$ cat config.mk
export PLATFORM = sky130hd
export DESIGN_NAME = wb_commit_stage_flat
export DESIGN_NICKNAME = d
export VERILOG_FILES = /design/src/rtl/wb_stage_params.sv /design/src/rtl/wb_commit_stage_if.sv /design/src/rtl/wb_lane_kill.sv /design/src/rtl/wb_commit_stage.sv /design/src/flat_wrapper.sv
export SDC_FILE = /design/constraint.sdc
export NUM_CORES = 1
export LEC_CHECK = 0
export ABC_AREA = 1
export CAP_MARGIN = 20
export CORE_AREA = 2 2 207 209
export CTS_BUF_LIST = sky130_fd_sc_hd__clkbuf_2
export DETAILED_ROUTE_END_ITERATION = 12
export DIE_AREA = 0 0 209 211
export SYNTH_ARGS = -nofsm -noshare
export SYNTH_HDL_FRONTEND = slang
export SYNTH_HIERARCHICAL = 1
export SYNTH_SLANG_ARGS = --single-unit
export TNS_END_PERCENT = 20
$ cat constraint.sdc
create_clock -name clock -period 5.4 [get_ports clock]
set_input_delay 0.54 -clock clock [delete_from_list [all_inputs] [get_ports clock]]
set_output_delay 0.54 -clock clock [all_outputs]
set_load 0.005 [all_outputs]
$ cat src/rtl/wb_stage_params.sv
// Shared widths and payload structs for the writeback/commit stage.
package wb_stage_params;

  localparam int unsigned PC_W       = 32;
  localparam int unsigned STRB_W     = 4;
  localparam int unsigned EXC_CODE_W = 5;
  localparam int unsigned CP0_REG_W  = 5;
  localparam int unsigned CP0_SEL_W  = 3;

  // Fixed-width per-lane fields; result and register address stay parameter-sized
  typedef struct packed {
    logic [PC_W-1:0]       pc;
    logic [STRB_W-1:0]     strobe;
    logic                  rf_we;
    logic                  mfc0;
    logic                  mtc0;
    logic                  exc;
    logic                  eret;
    logic                  delay_slot;
    logic [EXC_CODE_W-1:0] exc_code;
    logic [CP0_REG_W-1:0]  cp0_reg;
    logic [CP0_SEL_W-1:0]  cp0_sel;
  } lane_ctrl_t;

  typedef struct packed {
    logic                  we;
    logic                  exc_valid;
    logic                  eret;
    logic                  bd;
    logic [CP0_REG_W-1:0]  cp0_reg;
    logic [CP0_SEL_W-1:0]  cp0_sel;
    logic [EXC_CODE_W-1:0] exc_code;
    logic [PC_W-1:0]       exc_pc;
  } cp0_req_t;

  function automatic int unsigned idx_width(input int unsigned n);
    return (n > 1) ? 32'($clog2(n)) : 32'd1;
  endfunction

endpackage

$ cat src/rtl/wb_commit_stage_if.sv
// Incoming commit bundle from the previous stage plus the stage's allow-in handshake.
interface wb_commit_stage_if
  import wb_stage_params::*;
#(
  parameter int unsigned LANES          = 2,
  parameter int unsigned DATA_WIDTH     = 32,
  parameter int unsigned REG_ADDR_WIDTH = 5
);
  logic                            io_valid;
  logic                            wb_allow_in;
  logic [LANES-1:0]                io_lane_valid;
  logic [LANES*PC_W-1:0]           io_pc;
  logic [LANES-1:0]                io_rf_we;
  logic [LANES*REG_ADDR_WIDTH-1:0] io_rf_addr;
  logic [LANES*STRB_W-1:0]         io_rf_strobe;
  logic [LANES*DATA_WIDTH-1:0]     io_result;
  logic [LANES-1:0]                io_mfc0;
  logic [LANES-1:0]                io_mtc0;
  logic [LANES-1:0]                io_exc;
  logic [LANES-1:0]                io_eret;
  logic [LANES-1:0]                io_delay_slot;
  logic [LANES*EXC_CODE_W-1:0]     io_exc_code;
  logic [LANES*CP0_REG_W-1:0]      io_cp0_reg;
  logic [LANES*CP0_SEL_W-1:0]      io_cp0_sel;

  modport master (
    output io_valid, io_lane_valid, io_pc, io_rf_we, io_rf_addr, io_rf_strobe, io_result,
           io_mfc0, io_mtc0, io_exc, io_eret, io_delay_slot, io_exc_code, io_cp0_reg, io_cp0_sel,
    input  wb_allow_in
  );

  modport slave (
    input  io_valid, io_lane_valid, io_pc, io_rf_we, io_rf_addr, io_rf_strobe, io_result,
           io_mfc0, io_mtc0, io_exc, io_eret, io_delay_slot, io_exc_code, io_cp0_reg, io_cp0_sel,
    output wb_allow_in
  );
endinterface

$ cat src/rtl/wb_lane_kill.sv
// Live-lane mask (everything younger than the first exc/eret is killed) and oldest CP0 lane.
module wb_lane_kill
  import wb_stage_params::*;
#(
  parameter  int unsigned LANES = 2,
  localparam int unsigned IDX_W = idx_width(LANES)
) (
  input  logic [LANES-1:0] lane_valid,
  input  logic [LANES-1:0] exc,
  input  logic [LANES-1:0] eret,
  input  logic [LANES-1:0] cp0_op,
  output logic [LANES-1:0] live,
  output logic             cp0_hit,
  output logic [IDX_W-1:0] cp0_idx
);

  logic killed;

  always_comb begin
    live    = '0;
    cp0_hit = 1'b0;
    cp0_idx = '0;
    killed  = 1'b0;
    for (int i = 0; i < int'(LANES); i++) begin
      live[i] = lane_valid[i] && !killed;
      if (live[i] && cp0_op[i] && !cp0_hit) begin
        cp0_hit = 1'b1;
        cp0_idx = IDX_W'(i);
      end
      killed = killed || (live[i] && (exc[i] || eret[i]));
    end
  end

endmodule

$ cat src/rtl/wb_commit_stage.sv
// In-order multi-lane writeback/commit stage driving register file, CP0 and flushes.
// Optional WB_RETIRE_COUNTER_EN adds a free-running retired-instruction counter output.
module wb_commit_stage
  import wb_stage_params::*;
#(
  parameter int unsigned LANES          = 2,
  parameter int unsigned DATA_WIDTH     = 32,
  parameter int unsigned REG_ADDR_WIDTH = 5
) (
  input  logic                            clock,
  input  logic                            reset,
  wb_commit_stage_if.slave                io,
  input  logic                            cp0_busy,
  input  logic [DATA_WIDTH-1:0]           cp0_read_data,
  output logic                            cp0_we,
  output logic                            cp0_exc_valid,
  output logic                            cp0_eret,
  output logic                            cp0_bd,
  output logic [CP0_REG_W-1:0]            cp0_reg,
  output logic [CP0_SEL_W-1:0]            cp0_sel,
  output logic [EXC_CODE_W-1:0]           cp0_exc_code,
  output logic [PC_W-1:0]                 cp0_exc_pc,
  output logic [DATA_WIDTH-1:0]           cp0_wdata,
  output logic [LANES-1:0]                rf_we,
  output logic [LANES*REG_ADDR_WIDTH-1:0] rf_addr,
  output logic [LANES*STRB_W-1:0]         rf_strobe,
  output logic [LANES*DATA_WIDTH-1:0]     rf_data,
  output logic                            flush_exception,
  output logic                            flush_eret,
  output logic [LANES*PC_W-1:0]           debug_pc,
  output logic [LANES*STRB_W-1:0]         debug_rf_we,
  output logic [LANES*REG_ADDR_WIDTH-1:0] debug_rf_addr,
  output logic [LANES*DATA_WIDTH-1:0]     debug_rf_data
`ifdef WB_RETIRE_COUNTER_EN
  ,
  output logic [31:0]                     retire_count
`endif
);

  localparam int unsigned IDX_W = idx_width(LANES);

  logic                      wb_valid;
  logic [LANES-1:0]          lane_valid_q;
  lane_ctrl_t                ctrl_q   [LANES];
  logic [DATA_WIDTH-1:0]     result_q [LANES];
  logic [REG_ADDR_WIDTH-1:0] addr_q   [LANES];

  logic [LANES-1:0] valid_v, exc_v, eret_v, op_v, live, commit_v;
  logic             cp0_hit, ready_go, flush_exc_c, flush_eret_c;
  logic [IDX_W-1:0] cp0_idx;
  lane_ctrl_t       cp0_lane;
  cp0_req_t         cp0_req;

  // Stage payload: no reset needed, qualified by wb_valid
  always_ff @(posedge clock) begin
    if (io.io_valid && io.wb_allow_in) begin
      lane_valid_q <= io.io_lane_valid;
      for (int i = 0; i < int'(LANES); i++) begin
        ctrl_q[i].pc         <= io.io_pc[i*PC_W +: PC_W];
        ctrl_q[i].strobe     <= io.io_rf_strobe[i*STRB_W +: STRB_W];
        ctrl_q[i].rf_we      <= io.io_rf_we[i];
        ctrl_q[i].mfc0       <= io.io_mfc0[i];
        ctrl_q[i].mtc0       <= io.io_mtc0[i];
        ctrl_q[i].exc        <= io.io_exc[i];
        ctrl_q[i].eret       <= io.io_eret[i];
        ctrl_q[i].delay_slot <= io.io_delay_slot[i];
        ctrl_q[i].exc_code   <= io.io_exc_code[i*EXC_CODE_W +: EXC_CODE_W];
        ctrl_q[i].cp0_reg    <= io.io_cp0_reg[i*CP0_REG_W +: CP0_REG_W];
        ctrl_q[i].cp0_sel    <= io.io_cp0_sel[i*CP0_SEL_W +: CP0_SEL_W];
        result_q[i]          <= io.io_result[i*DATA_WIDTH +: DATA_WIDTH];
        addr_q[i]            <= io.io_rf_addr[i*REG_ADDR_WIDTH +: REG_ADDR_WIDTH];
      end
    end
  end

  // A flush pulse drops whatever the stage would otherwise accept
  always_ff @(posedge clock) begin
    if (reset) begin
      wb_valid        <= 1'b0;
      flush_exception <= 1'b0;
      flush_eret      <= 1'b0;
    end else begin
      if (flush_exception || flush_eret) wb_valid <= 1'b0;
      else if (io.wb_allow_in)           wb_valid <= io.io_valid;
      flush_exception <= flush_exc_c;
      flush_eret      <= flush_eret_c;
    end
  end

  always_comb begin
    exc_v  = '0;
    eret_v = '0;
    op_v   = '0;
    for (int i = 0; i < int'(LANES); i++) begin
      exc_v[i]  = ctrl_q[i].exc;
      eret_v[i] = ctrl_q[i].eret;
      op_v[i]   = ctrl_q[i].mfc0 || ctrl_q[i].mtc0 || ctrl_q[i].exc || ctrl_q[i].eret;
    end
    valid_v = lane_valid_q & {LANES{wb_valid}};
  end

  wb_lane_kill #(.LANES(LANES)) u_lane_kill (
    .lane_valid (valid_v),
    .exc        (exc_v),
    .eret       (eret_v),
    .cp0_op     (op_v),
    .live       (live),
    .cp0_hit    (cp0_hit),
    .cp0_idx    (cp0_idx)
  );

  assign ready_go       = !(wb_valid && cp0_busy && cp0_hit);
  assign io.wb_allow_in = !wb_valid || ready_go;

  // Register-file writes: a younger lane to the same non-zero register wins
  always_comb begin
    commit_v      = '0;
    rf_we         = '0;
    rf_addr       = '0;
    rf_strobe     = '0;
    rf_data       = '0;
    debug_pc      = '0;
    debug_rf_we   = '0;
    for (int i = 0; i < int'(LANES); i++)
      commit_v[i] = live[i] && ctrl_q[i].rf_we && !ctrl_q[i].exc;
    for (int i = 0; i < int'(LANES); i++) begin
      rf_we[i] = commit_v[i] && ready_go;
      for (int j = i + 1; j < int'(LANES); j++)
        if (commit_v[j] && addr_q[j] == addr_q[i] && addr_q[i] != '0) rf_we[i] = 1'b0;
      rf_addr[i*REG_ADDR_WIDTH +: REG_ADDR_WIDTH] = addr_q[i];
      rf_strobe[i*STRB_W +: STRB_W]               = ctrl_q[i].strobe;
      rf_data[i*DATA_WIDTH +: DATA_WIDTH]         = ctrl_q[i].mfc0 ? cp0_read_data : result_q[i];
      debug_pc[i*PC_W +: PC_W]                    = ctrl_q[i].pc;
      debug_rf_we[i*STRB_W +: STRB_W]             = {STRB_W{rf_we[i]}} & ctrl_q[i].strobe;
    end
  end

  assign debug_rf_addr = rf_addr;
  assign debug_rf_data = rf_data;

  // CP0 request from the oldest live lane touching CP0; exc outranks eret
  always_comb begin
    cp0_lane  = ctrl_q[cp0_idx];
    cp0_req   = '0;
    cp0_wdata = '0;
    if (cp0_hit) begin
      cp0_req.we        = cp0_lane.mtc0 && !cp0_lane.exc && ready_go;
      cp0_req.exc_valid = cp0_lane.exc;
      cp0_req.eret      = cp0_lane.eret && !cp0_lane.exc;
      cp0_req.bd        = cp0_lane.delay_slot;
      cp0_req.cp0_reg   = cp0_lane.cp0_reg;
      cp0_req.cp0_sel   = cp0_lane.cp0_sel;
      cp0_req.exc_code  = cp0_lane.exc_code;
      cp0_req.exc_pc    = cp0_lane.pc;
      cp0_wdata         = result_q[cp0_idx];
    end
    flush_exc_c  = cp0_req.exc_valid && ready_go;
    flush_eret_c = cp0_req.eret && ready_go;
  end

  assign cp0_we        = cp0_req.we;
  assign cp0_exc_valid = cp0_req.exc_valid;
  assign cp0_eret      = cp0_req.eret;
  assign cp0_bd        = cp0_req.bd;
  assign cp0_reg       = cp0_req.cp0_reg;
  assign cp0_sel       = cp0_req.cp0_sel;
  assign cp0_exc_code  = cp0_req.exc_code;
  assign cp0_exc_pc    = cp0_req.exc_pc;

`ifdef WB_RETIRE_COUNTER_EN
  always_ff @(posedge clock) begin
    if (reset)         retire_count <= '0;
    else if (ready_go) retire_count <= retire_count + 32'($countones(live & ~exc_v));
  end
`endif

endmodule

$ cat src/flat_wrapper.sv
// flat-port wrapper written by rule: the top's interface ports become plain ports
module wb_commit_stage_flat import wb_stage_params::*;
#(
  parameter int unsigned LANES          = 2,
  parameter int unsigned DATA_WIDTH     = 32,
  parameter int unsigned REG_ADDR_WIDTH = 5
)
  (clock, reset, cp0_busy, cp0_read_data, cp0_we, cp0_exc_valid, cp0_eret, cp0_bd, cp0_reg, cp0_sel, cp0_exc_code, cp0_exc_pc, cp0_wdata, rf_we, rf_addr, rf_strobe, rf_data, flush_exception, flush_eret, debug_pc, debug_rf_we, debug_rf_addr, debug_rf_data, io_io_valid, io_io_lane_valid, io_io_pc, io_io_rf_we, io_io_rf_addr, io_io_rf_strobe, io_io_result, io_io_mfc0, io_io_mtc0, io_io_exc, io_io_eret, io_io_delay_slot, io_io_exc_code, io_io_cp0_reg, io_io_cp0_sel, io_wb_allow_in);
  wb_commit_stage_if #(.LANES(LANES), .DATA_WIDTH(DATA_WIDTH), .REG_ADDR_WIDTH(REG_ADDR_WIDTH)) io_i ();
  input  logic clock;
  input  logic reset;
  input  logic cp0_busy;
  input  logic [DATA_WIDTH-1:0] cp0_read_data;
  output logic cp0_we;
  output logic cp0_exc_valid;
  output logic cp0_eret;
  output logic cp0_bd;
  output logic [CP0_REG_W-1:0] cp0_reg;
  output logic [CP0_SEL_W-1:0] cp0_sel;
  output logic [EXC_CODE_W-1:0] cp0_exc_code;
  output logic [PC_W-1:0] cp0_exc_pc;
  output logic [DATA_WIDTH-1:0] cp0_wdata;
  output logic [LANES-1:0] rf_we;
  output logic [LANES*REG_ADDR_WIDTH-1:0] rf_addr;
  output logic [LANES*STRB_W-1:0] rf_strobe;
  output logic [LANES*DATA_WIDTH-1:0] rf_data;
  output logic flush_exception;
  output logic flush_eret;
  output logic [LANES*PC_W-1:0] debug_pc;
  output logic [LANES*STRB_W-1:0] debug_rf_we;
  output logic [LANES*REG_ADDR_WIDTH-1:0] debug_rf_addr;
  output logic [LANES*DATA_WIDTH-1:0] debug_rf_data;
  input wire logic [$bits(io_i.io_valid)-1:0] io_io_valid;
  input wire logic [$bits(io_i.io_lane_valid)-1:0] io_io_lane_valid;
  input wire logic [$bits(io_i.io_pc)-1:0] io_io_pc;
  input wire logic [$bits(io_i.io_rf_we)-1:0] io_io_rf_we;
  input wire logic [$bits(io_i.io_rf_addr)-1:0] io_io_rf_addr;
  input wire logic [$bits(io_i.io_rf_strobe)-1:0] io_io_rf_strobe;
  input wire logic [$bits(io_i.io_result)-1:0] io_io_result;
  input wire logic [$bits(io_i.io_mfc0)-1:0] io_io_mfc0;
  input wire logic [$bits(io_i.io_mtc0)-1:0] io_io_mtc0;
  input wire logic [$bits(io_i.io_exc)-1:0] io_io_exc;
  input wire logic [$bits(io_i.io_eret)-1:0] io_io_eret;
  input wire logic [$bits(io_i.io_delay_slot)-1:0] io_io_delay_slot;
  input wire logic [$bits(io_i.io_exc_code)-1:0] io_io_exc_code;
  input wire logic [$bits(io_i.io_cp0_reg)-1:0] io_io_cp0_reg;
  input wire logic [$bits(io_i.io_cp0_sel)-1:0] io_io_cp0_sel;
  output wire logic [$bits(io_i.wb_allow_in)-1:0] io_wb_allow_in;
  assign io_i.io_valid = io_io_valid;
  assign io_i.io_lane_valid = io_io_lane_valid;
  assign io_i.io_pc = io_io_pc;
  assign io_i.io_rf_we = io_io_rf_we;
  assign io_i.io_rf_addr = io_io_rf_addr;
  assign io_i.io_rf_strobe = io_io_rf_strobe;
  assign io_i.io_result = io_io_result;
  assign io_i.io_mfc0 = io_io_mfc0;
  assign io_i.io_mtc0 = io_io_mtc0;
  assign io_i.io_exc = io_io_exc;
  assign io_i.io_eret = io_io_eret;
  assign io_i.io_delay_slot = io_io_delay_slot;
  assign io_i.io_exc_code = io_io_exc_code;
  assign io_i.io_cp0_reg = io_io_cp0_reg;
  assign io_i.io_cp0_sel = io_io_cp0_sel;
  assign io_wb_allow_in = io_i.wb_allow_in;
  wb_commit_stage #(.LANES(LANES), .DATA_WIDTH(DATA_WIDTH), .REG_ADDR_WIDTH(REG_ADDR_WIDTH)) u_core (.clock(clock), .reset(reset), .io(io_i), .cp0_busy(cp0_busy), .cp0_read_data(cp0_read_data), .cp0_we(cp0_we), .cp0_exc_valid(cp0_exc_valid), .cp0_eret(cp0_eret), .cp0_bd(cp0_bd), .cp0_reg(cp0_reg), .cp0_sel(cp0_sel), .cp0_exc_code(cp0_exc_code), .cp0_exc_pc(cp0_exc_pc), .cp0_wdata(cp0_wdata), .rf_we(rf_we), .rf_addr(rf_addr), .rf_strobe(rf_strobe), .rf_data(rf_data), .flush_exception(flush_exception), .flush_eret(flush_eret), .debug_pc(debug_pc), .debug_rf_we(debug_rf_we), .debug_rf_addr(debug_rf_addr), .debug_rf_data(debug_rf_data));
endmodule
# Word level (Yosys, flattened, before mapping)
# Memories as Yosys holds them, arrays and structs flattened.
# Cells that the tools add are included.
# word_totals
register_bits,5
latch_bits,0
ram_bits,184
mem_bits_ro,0
inputBits,222
out_inout_bits,314
wordCells,60
memories,3
# classes
add_sub_neg,0
multipliers,0
div_mod_pow,0
n_lt_le_gt_ge,0
eq_ne,1
shifts,0
mux,10
n_bitwise,3
reduce_logical,39
# mem_list
memory,depth,word_bits,read_ports,rd_ports_with_merged_regs,write_ports,line_no,rtl
u_core.ctrl_q,2,55,3,0,2,wb_commit_stage.sv:44,lane_ctrl_t ctrl_q [LANES];
u_core.result_q,2,32,3,0,2,wb_commit_stage.sv:45,logic [DATA_WIDTH-1:0] result_q [LANES];
u_core.addr_q,2,5,2,0,2,wb_commit_stage.sv:46,logic [REG_ADDR_WIDTH-1:0] addr_q [LANES];
# op_table
op,n
$mux W32,3
$mux W49,1
$logic_and A1 B1 Y1,21
$logic_or A1 B1 Y1,9
$and A4 B4 Y4,2
$logic_not A1 Y1,7
$mux W1,6
$eq A5 B5 Y1,1
$reduce_bool A5 Y1,1
$and A2 B2 Y2,1
$reduce_or A2 Y1,1

# Logic depth before layout (Yosys ltp)
# Gate-level depths: netlist (run 1).
# An unclocked memory read counts as a cell.
# depth
depth_word,15
ltp_mapped,12
depth_no_buf,10

# Modules after synthesis
# The synthesis (run 1) kept the hierarchy.
# by_module_without_submodules
mod,instances,cells_per_inst,area_per_inst_um2,seq_area_each_um2
wb_commit_stage,1,863,8978.6,5645.4
wb_lane_kill,1,8,51.3,0.0

# Worst setup path after synthesis (run 1)
# Ideal clock, no wire load.
# synth_path
kind,register -> register
from,memory u_core/ctrl_q[1][17] (netlist bit)
to,"memory u_core.addr_q[0][0], enable pin"
setup_time_ps,538
t_arrival_ps,4983
t_required_ps,4862
slack_ps,-121
path_stages_with_launch,9
n_path_buf,0
synth_period_minus_slack_ps,5521
path_cell_list,edfxtp_1 or4_1 nand3_2 nand2_1 inv_2 nor2_4 inv_2 nand2_1 inv_1
# synth_lines
item,line_no
start: declaration,wb_commit_stage.sv:44
end: declaration,wb_commit_stage.sv:46

==> results.sh, run 1 <==
export IMPL_status="complete, no violations"
export IMPL_cts_sinks=189
export IMPL_fin_area_mm2=0.0154
export IMPL_clock_tree_root_cell="clkbuf_2"
export IMPL_ios=536
export IMPL_leakage_power_of_the_design_nw=5.89
export IMPL_io_buffers=535
export IMPL_timing_final_hold_violations=0
export IMPL_synthesis_area_per_instance_um2=10.4
export IMPL_worst_hold_check_path_type="in2reg"
export IMPL_via_count=7963
export IMPL_synth_net_count=1093
export IMPL_power_density_mw_per_mm2=220
export IMPL_final_net_count=1592
export IMPL_clock_skew_ns=0.0419
export IMPL_core_region_area_mm2=0.0418
export IMPL_wire_length_the_detailed_router_placed_on_met1_um=13500
export IMPL_finalCoreUtilization=0.368
export IMPL_combinationalPowerShare=0.237
export IMPL_cp_startpoint="u_core/ctrl_q[0][15]"
export IMPL_cts_post_setup_buffers_inserted=0
export IMPL_floorplan_die_area_mm2=0.0441
export IMPL_cts_clk_slew_worst_paths_ns=0.31
export IMPL_dr_pass1_iters=5
export IMPL_totalWireLength_um=35100
export IMPL_met3_wl_post_dr_um=3000
export IMPL_slew_headroom=0.263
export IMPL_slowest_delay_ns=0.84
export IMPL_crit_fanout=101
export IMPL_clk_insertion_delay_late_ns=0.88
export IMPL_p_int_w=0.00244
export IMPL_clock_tree_htree_level_count=4
export IMPL_crit_slowest_cell="buf_4"
export IMPL_number_of_antenna_violations_at_the_first_check_in_global_routing=6
export IMPL_critical_setup_path_kind="reg2out"
export IMPL_syn_inst=871
export IMPL_finalCritPeriodShare=0.839
export IMPL_crit_path_end_kind="primary output"
export IMPL_core_rowCount=75
export IMPL_cp_start_kind="register"
export IMPL_hold_slack_ns=0.188
export IMPL_crit_path_frequent_cell="inv_1"
export IMPL_max_slew_worst_pin_slew_ns=1.11
export IMPL_synth_yosys_seq_area_share=0.625
export IMPL_ys_warn_count=6
export IMPL_ir_drop_v=0.000239
export IMPL_worstPathCellList="inv_1 > nand3_1 > nand2_1 > inv_1 > nor2_4 > buf_4 > o21ai_0 > nor2_1 > clkdlybuf4s50_1"
export IMPL_tritoncts="yes"
export IMPL_cts_root_to_sink_buffers=2
export IMPL_route_detailed_drc=0
export IMPL_global_route_overflow_total=0
export IMPL_synth_cell_area_mm2=0.00903
export IMPL_dieWidth_um=209
export IMPL_drive_gt1_frac=0.0405
export IMPL_ys_seq_elements=189
export IMPL_r2r_cells=9
export IMPL_nFillCells=4136
export IMPL_cp_num_buf_inv=4
export IMPL_top_layer_used="met5"
export IMPL_timing_critical_path_to="cp0_reg[3]"
export IMPL_critPathTopFamily="buffers and inverters"
export IMPL_fin_tns_setup_ns=0
export IMPL_setup_viol=0
export IMPL_sequentialPowerShare=0.518
export IMPL_largest_net_degree_at_the_start_of_global_routing=102
export IMPL_grt_setup_unrepaired="false"
export IMPL_critical_path_reg2reg_startpoint="u_core/ctrl_q[1][15]"
export IMPL_start_util=0.216
export IMPL_totalPowerFinal_w=0.00338
export IMPL_pwr_share_clk=0.245
export IMPL_cp_data_arrival_time_ns=3.99
export IMPL_finalWorstPathRequiredPeriod_ns=4.53
export IMPL_r2r_setup_slack_ns=2.42
export IMPL_route_detailed_wl_per_inst_um=18.3
export IMPL_die_height_um=211
export IMPL_detailedPlacementHpwl_um=26000
export IMPL_drt_vias_per_instance=4.14
export IMPL_drt_iter0_drc=488
export IMPL_wire_length_of_the_first_global_routing_pass_um=50200
export IMPL_total_switching_power_w=0.000942
export IMPL_synthDistinctLibCells=27
export IMPL_swShare=0.278
export IMPL_layout_area_overhead_vs_synth_pct=70.1
export IMPL_grt_use_total=0.155
export IMPL_cts_inserted_buffers=17
export IMPL_antenna_left=0
export IMPL_place_area_mm2=0.0139
export IMPL_globalplace_congestion=0.902
export IMPL_drv_max_cap_violation_count=0
export IMPL_path_depth=9
export IMPL_vias_in_the_first_global_route=8042
export IMPL_drv_slew=0
export IMPL_fmax_mhz=221
export IMPL_detailroute_wirelength_met2_um=17900
export IMPL_critPathRequiredTime_ns=4.86
export IMPL_regToRegEndpoint="u_core/result_q[0][20]"
==> final cells by class <==
class                   instances  area, um^2  share of cell area
repair buffers                665        6660               0.434
flip-flops and latches        189        5650               0.368
multi-input cells             440        1880               0.122
well taps                     539         674              0.0439
inverters                      57         218              0.0142
clock inverters                15         196              0.0128
clock buffers                  17        85.1             0.00554
diodes                          1        2.50            0.000163
==> synthesized netlist by cell type <==
library cell | n | area (um^2)
nand3_2 | 1 | 10.0
nor3_2 | 1 | 10.0
edfxtp_1 | 186 | 5590
nand2_2 | 1 | 6.26
clkbuf_1 | 13 | 48.8
buf_6 | 3 | 33.8
buf_4 | 148 | 1110
dfxtp_1 | 3 | 60.1
nand2_1 | 168 | 631
buf_2 | 18 | 90.1
clkbuf_2 | 3 | 15.0
inv_2 | 5 | 18.8
nand4_1 | 1 | 6.26
nor2_2 | 1 | 6.26
nor2_4 | 1 | 11.3
or4_1 | 1 | 7.51
inv_1 | 52 | 195
nor4_1 | 1 | 6.26
o21a_1 | 1 | 7.51
a21oi_1 | 25 | 125
o21ai_1 | 2 | 10.0
nor3_1 | 1 | 5.00
and2_2 | 1 | 7.51
nand3_1 | 5 | 25.0
o21ai_2 | 2 | 17.5
o21ai_0 | 102 | 510
nor2_1 | 125 | 469
==> metrics by stage <==
step	setup WS (ns)	instances
2_1_floorplan	1.03	871
3_3_place_gp	1.87	1769
3_5_place_dp	1.79	1769
4_1_cts	0.580	1922
5_1_grt	0.432	1923
6_report	0.867	1923
==> worst min path at each step <==
| stage | endpoint | startpoint | cells past startpoint | slack, ns |
|---|---|---|---|---|
| final | u_core/result_q[0][26] | io_io_result[26] | 1 | 0.19 |
| after global routing | u_core/result_q[1][4] | io_io_result[36] | 1 | 0.02 |
| after CTS | u_core/result_q[0][26] | io_io_result[26] | 1 | 0.001 |
| after floorplan | u_core/wb_valid | u_core/flush_exception | 2 | 0.50 |
| after global placement | u_core/wb_valid | u_core/flush_eret | 2 | 0.51 |
| after detailed placement | u_core/wb_valid | u_core/flush_eret | 2 | 0.51 |
==> placed cells by master, fill, tap and decap left out, types with 2 or more instances in the layout <==
| cell | count |
|---|---|
| clkinvlp_4 | 3 |
| edfxtp_1 | 186 |
| bufinv_16 | 2 |
| nor2_1 | 125 |
| o21ai_1 | 2 |
| a21oi_1 | 25 |
| clkbuf_2 | 17 |
| nand2_2 | 2 |
| inv_1 | 51 |
| buf_12 | 2 |
| clkinv_8 | 2 |
| inv_6 | 3 |
| o21ai_2 | 2 |
| buf_4 | 7 |
| nand2_1 | 167 |
| clkdlybuf4s50_1 | 535 |
| o21ai_0 | 102 |
| inv_8 | 4 |
| nand3_1 | 5 |
| dlygate4sd3_1 | 121 |
| dfxtp_1 | 3 |
| clkinv_4 | 2 |
| nor2_4 | 2 |
| inv_2 | 5 |
==> metal layers <==
| metal | vias to the layer above | GRT usage |
|---|---|---|
| met3 | 39 | 0.0559 |
| li1 | 3745 | - |
| met4 | 8 | 0.0542 |
| met1 | 3762 | 0.168 |
| met5 | - | 0 |
| met2 | 409 | 0.279 |
==> logic make-up after synthesis <==
logic type / Yosys count / synth area share
simple gates: 308 / 0.133
buf+inv: 242 / 0.168
flops: 189 / 0.625
compound gates: 132 / 0.0743
==> power groups by stage <==
stage	registers, W	logic (W)	clock network (W)
after global placement	0.00179	0.000732	0
final	0.00175	0.000802	0.000829
after detailed placement	0.00179	0.000732	0
after floorplan	0.00178	0.000278	0
after CTS	0.00175	0.000811	0.000878
after global routing	0.00176	0.000856	0.000920
==> timing repair <==
item                                   CTS  global route
endpoints found under the hold margin  121             0
hold buffers                           121             0
resized for setup                        0             0
==> sequential cells by signal, indices dropped and copies added, names as in the netlist <==
| register | cells |
|---|---|
| u_core/addr_q | 10 |
| u_core/ctrl_q | 110 |
| u_core/flush_eret | 1 |
| u_core/flush_exception | 1 |
| u_core/lane_valid_q | 2 |
| u_core/result_q | 64 |
| u_core/wb_valid | 1 |
No activity file was read; power rests on OpenSTA's default activity.
==> run 2, diff against run 1 <==
==> constraint.sdc (replaced) <==
create_clock -name clock -period 3.95 [get_ports clock]
set_input_delay 0.395 -clock clock [delete_from_list [all_inputs] [get_ports clock]]
set_output_delay 0.395 -clock clock [all_outputs]
set_load 0.005 [all_outputs]
==> run 2 against run 1 <==
Compared with the run above: global-route usage grew 0.30 points; final area rose by 5.6%; non-clock buffer count is 86 higher; critical path depth unchanged; highest routed layer is now met4; largest cell class unchanged.
==> results.sh, run 2 (synthesis results as in run 1) <==
export IMPL_r2r_setup_slack_ns=1.25
export IMPL_clock_tree_htree_level_count=4
export IMPL_layout_cells_most_common_list="534 x clkdlybuf4s50_1, 188 x dlygate4sd3_1, 186 x edfxtp_1"
export IMPL_wire_length_of_the_first_global_routing_pass_um=51900
export IMPL_cts_inserted_buffers=17
export IMPL_ir_drop_v=0.000300
export IMPL_drt_iter0_drc=480
export IMPL_fmax_mhz=271
export IMPL_status="complete, no violations"
export IMPL_cts_sinks=189
export IMPL_detailedPlacementHpwl_um=26100
export IMPL_drv_max_cap_violation_count=0
export IMPL_clk_insertion_delay_late_ns=0.94
export IMPL_via_count=8321
export IMPL_core_region_area_mm2=0.0418
export IMPL_vias_in_the_first_global_route=8679
export IMPL_critical_setup_path_kind="reg2out"
export IMPL_timing_final_hold_violations=0
export IMPL_globalplace_congestion=0.895
export IMPL_leakage_power_of_the_design_nw=6.28
export IMPL_finalCoreUtilization=0.389
export IMPL_setup_viol=0
export IMPL_drv_slew=0
export IMPL_tritoncts="yes"
export IMPL_crit_fanout=43
export IMPL_dieWidth_um=209
export IMPL_global_route_overflow_total=0
export IMPL_fin_tns_setup_ns=0
export IMPL_finalCritPeriodShare=0.935
export IMPL_largest_register="u_core/ctrl_q"
export IMPL_route_detailed_wl_per_inst_um=18.0
export IMPL_finalWorstPathRequiredPeriod_ns=3.69
export IMPL_crit_slowest_cell="clkdlybuf4s50_1"
export IMPL_registers_with_the_highest_flip_flop_counts="u_core/ctrl_q (110), u_core/result_q (64), u_core/addr_q (10)"
export IMPL_worst_hold_check_path_type="in2reg"
export IMPL_drive_gt1_frac=0.0517
export IMPL_totalPowerFinal_w=0.00466
export IMPL_drt_vias_per_instance=4.14
export IMPL_largest_reg_flops=110
export IMPL_largest_net_degree_at_the_start_of_global_routing=80
export IMPL_worstPathCellList="inv_1 > nand3_1 > nand2_1 > inv_1 > nor2_4 > buf_6 > o21ai_0 > a21oi_1 > clkdlybuf4s50_1"
export IMPL_clock_tree_root_cell="clkbuf_2"
export IMPL_slowest_delay_ns=0.54
export IMPL_cp_data_arrival_time_ns=3.30
export IMPL_slew_headroom=0.437
export IMPL_totalWireLength_um=36200
export IMPL_route_detailed_drc=0
export IMPL_final_net_count=1678
export IMPL_cp_start_kind="register"
export IMPL_nFillCells=4039
export IMPL_grt_use_total=0.158
export IMPL_placed_insts=1783
export IMPL_final_common_cell="clkdlybuf4s50_1"
export IMPL_crit_path_frequent_cell="inv_1"
export IMPL_crit_path_end_kind="primary output"
export IMPL_die_height_um=211
export IMPL_antenna_left=0
export IMPL_floorplan_die_area_mm2=0.0441
export IMPL_critPathRequiredTime_ns=3.56
export IMPL_stdcell_count=2012
export IMPL_power_density_mw_per_mm2=288
export IMPL_cts_clk_slew_worst_paths_ns=0.27
export IMPL_dr_pass1_iters=4
export IMPL_number_of_antenna_violations_at_the_first_check_in_global_routing=3
export IMPL_core_rowCount=75
export IMPL_clock_skew_ns=0.0557
export IMPL_max_slew_worst_pin_slew_ns=0.843
export IMPL_cts_root_to_sink_buffers=2
export IMPL_start_util=0.216
export IMPL_ios=536
export IMPL_layout_area_overhead_vs_synth_pct=79.7
export IMPL_io_buffers=535
==> run 2: cell types whose count changed in the layout (fill, tap and decap cells not counted), moves of 3 or more <==
cell           before  now
inv_8               4    0
dlygate4sd3_1     121  188
diode_2             1    4
buf_4               7   21
==> run 2: power breakdown <==
part           total (W)  internal [W]  switching (W)  leakage [nW]
clock            0.00108      0.000362       0.000721         0.149
sequential       0.00240       0.00234      0.0000633          1.84
combinational    0.00118      0.000732       0.000449          4.29
total            0.00466       0.00343        0.00123          6.28
==> run 2: metal layers <==
layer / part of all wire / wire length, um / GRT usage / vias up
met2: 0.50 / 18100 / 0.276 / 428
met3: 0.082 / 2960 / 0.0538 / 53
li1: - / - / - / 3912
met4: 0.036 / 1320 / 0.0754 / 0
met1: 0.38 / 13800 / 0.172 / 3928
met5: 0 / 0 / 0 / -
==> run 2: area by class of cell <==
cell class / count / area [um^2] / share of cell area
clock inverter: 13 / 165 / 0.0102
timing repair buffer: 751 / 7520 / 0.464
antenna: 4 / 10.0 / 0.000617
clock buffer: 19 / 95.1 / 0.00586
inverter: 57 / 220 / 0.0136
tap: 539 / 674 / 0.0416
sequential: 189 / 5650 / 0.348
multi-input combinational: 440 / 1890 / 0.116
==> run 2: final timing paths <==
check / startpoint / endpoint / cells past startpoint
max reg2reg: u_core/ctrl_q[0][15] / u_core/result_q[1][18] / 9
min reg2reg: u_core/flush_exception / u_core/wb_valid / 2
min: cp0_busy / u_core/flush_eret / 4
max: u_core/ctrl_q[0][15] / cp0_wdata[14] / 9
==> run 2: what timing repair did <==
item | in CTS | in global routing
gates cloned | 0 | 1
resized for setup | 6 | 3
buffers inserted | 3 | 1
pin swaps | 1 | 0
setup endpoints to repair | 81 | 6
hold endpoints to repair | 188 | 1
hold buffers | 187 | 1
==> run 2: critical path, delay by kind of cell, from the launching register on <==
family / cells / cell delay [ns]
flip-flops: 1 / 0.50
AND/OR/NAND/NOR: 3 / 0.42
AO/OA/AOI/OAI: 2 / 0.37
buffers and inverters: 4 / 1.05
==> run 2: through the flow <==
stage	hold WS, ns	cell area, um^2	worst slack, ns
2_1_floorplan	0.465	9050	-0.298
3_3_place_gp	0.511	14000	0.859
3_5_place_dp	0.522	14000	0.863
4_1_cts	0.00183	16200	0.0689
5_1_grt	0.0978	16200	-0.0137
6_report	0.222	16200	0.259
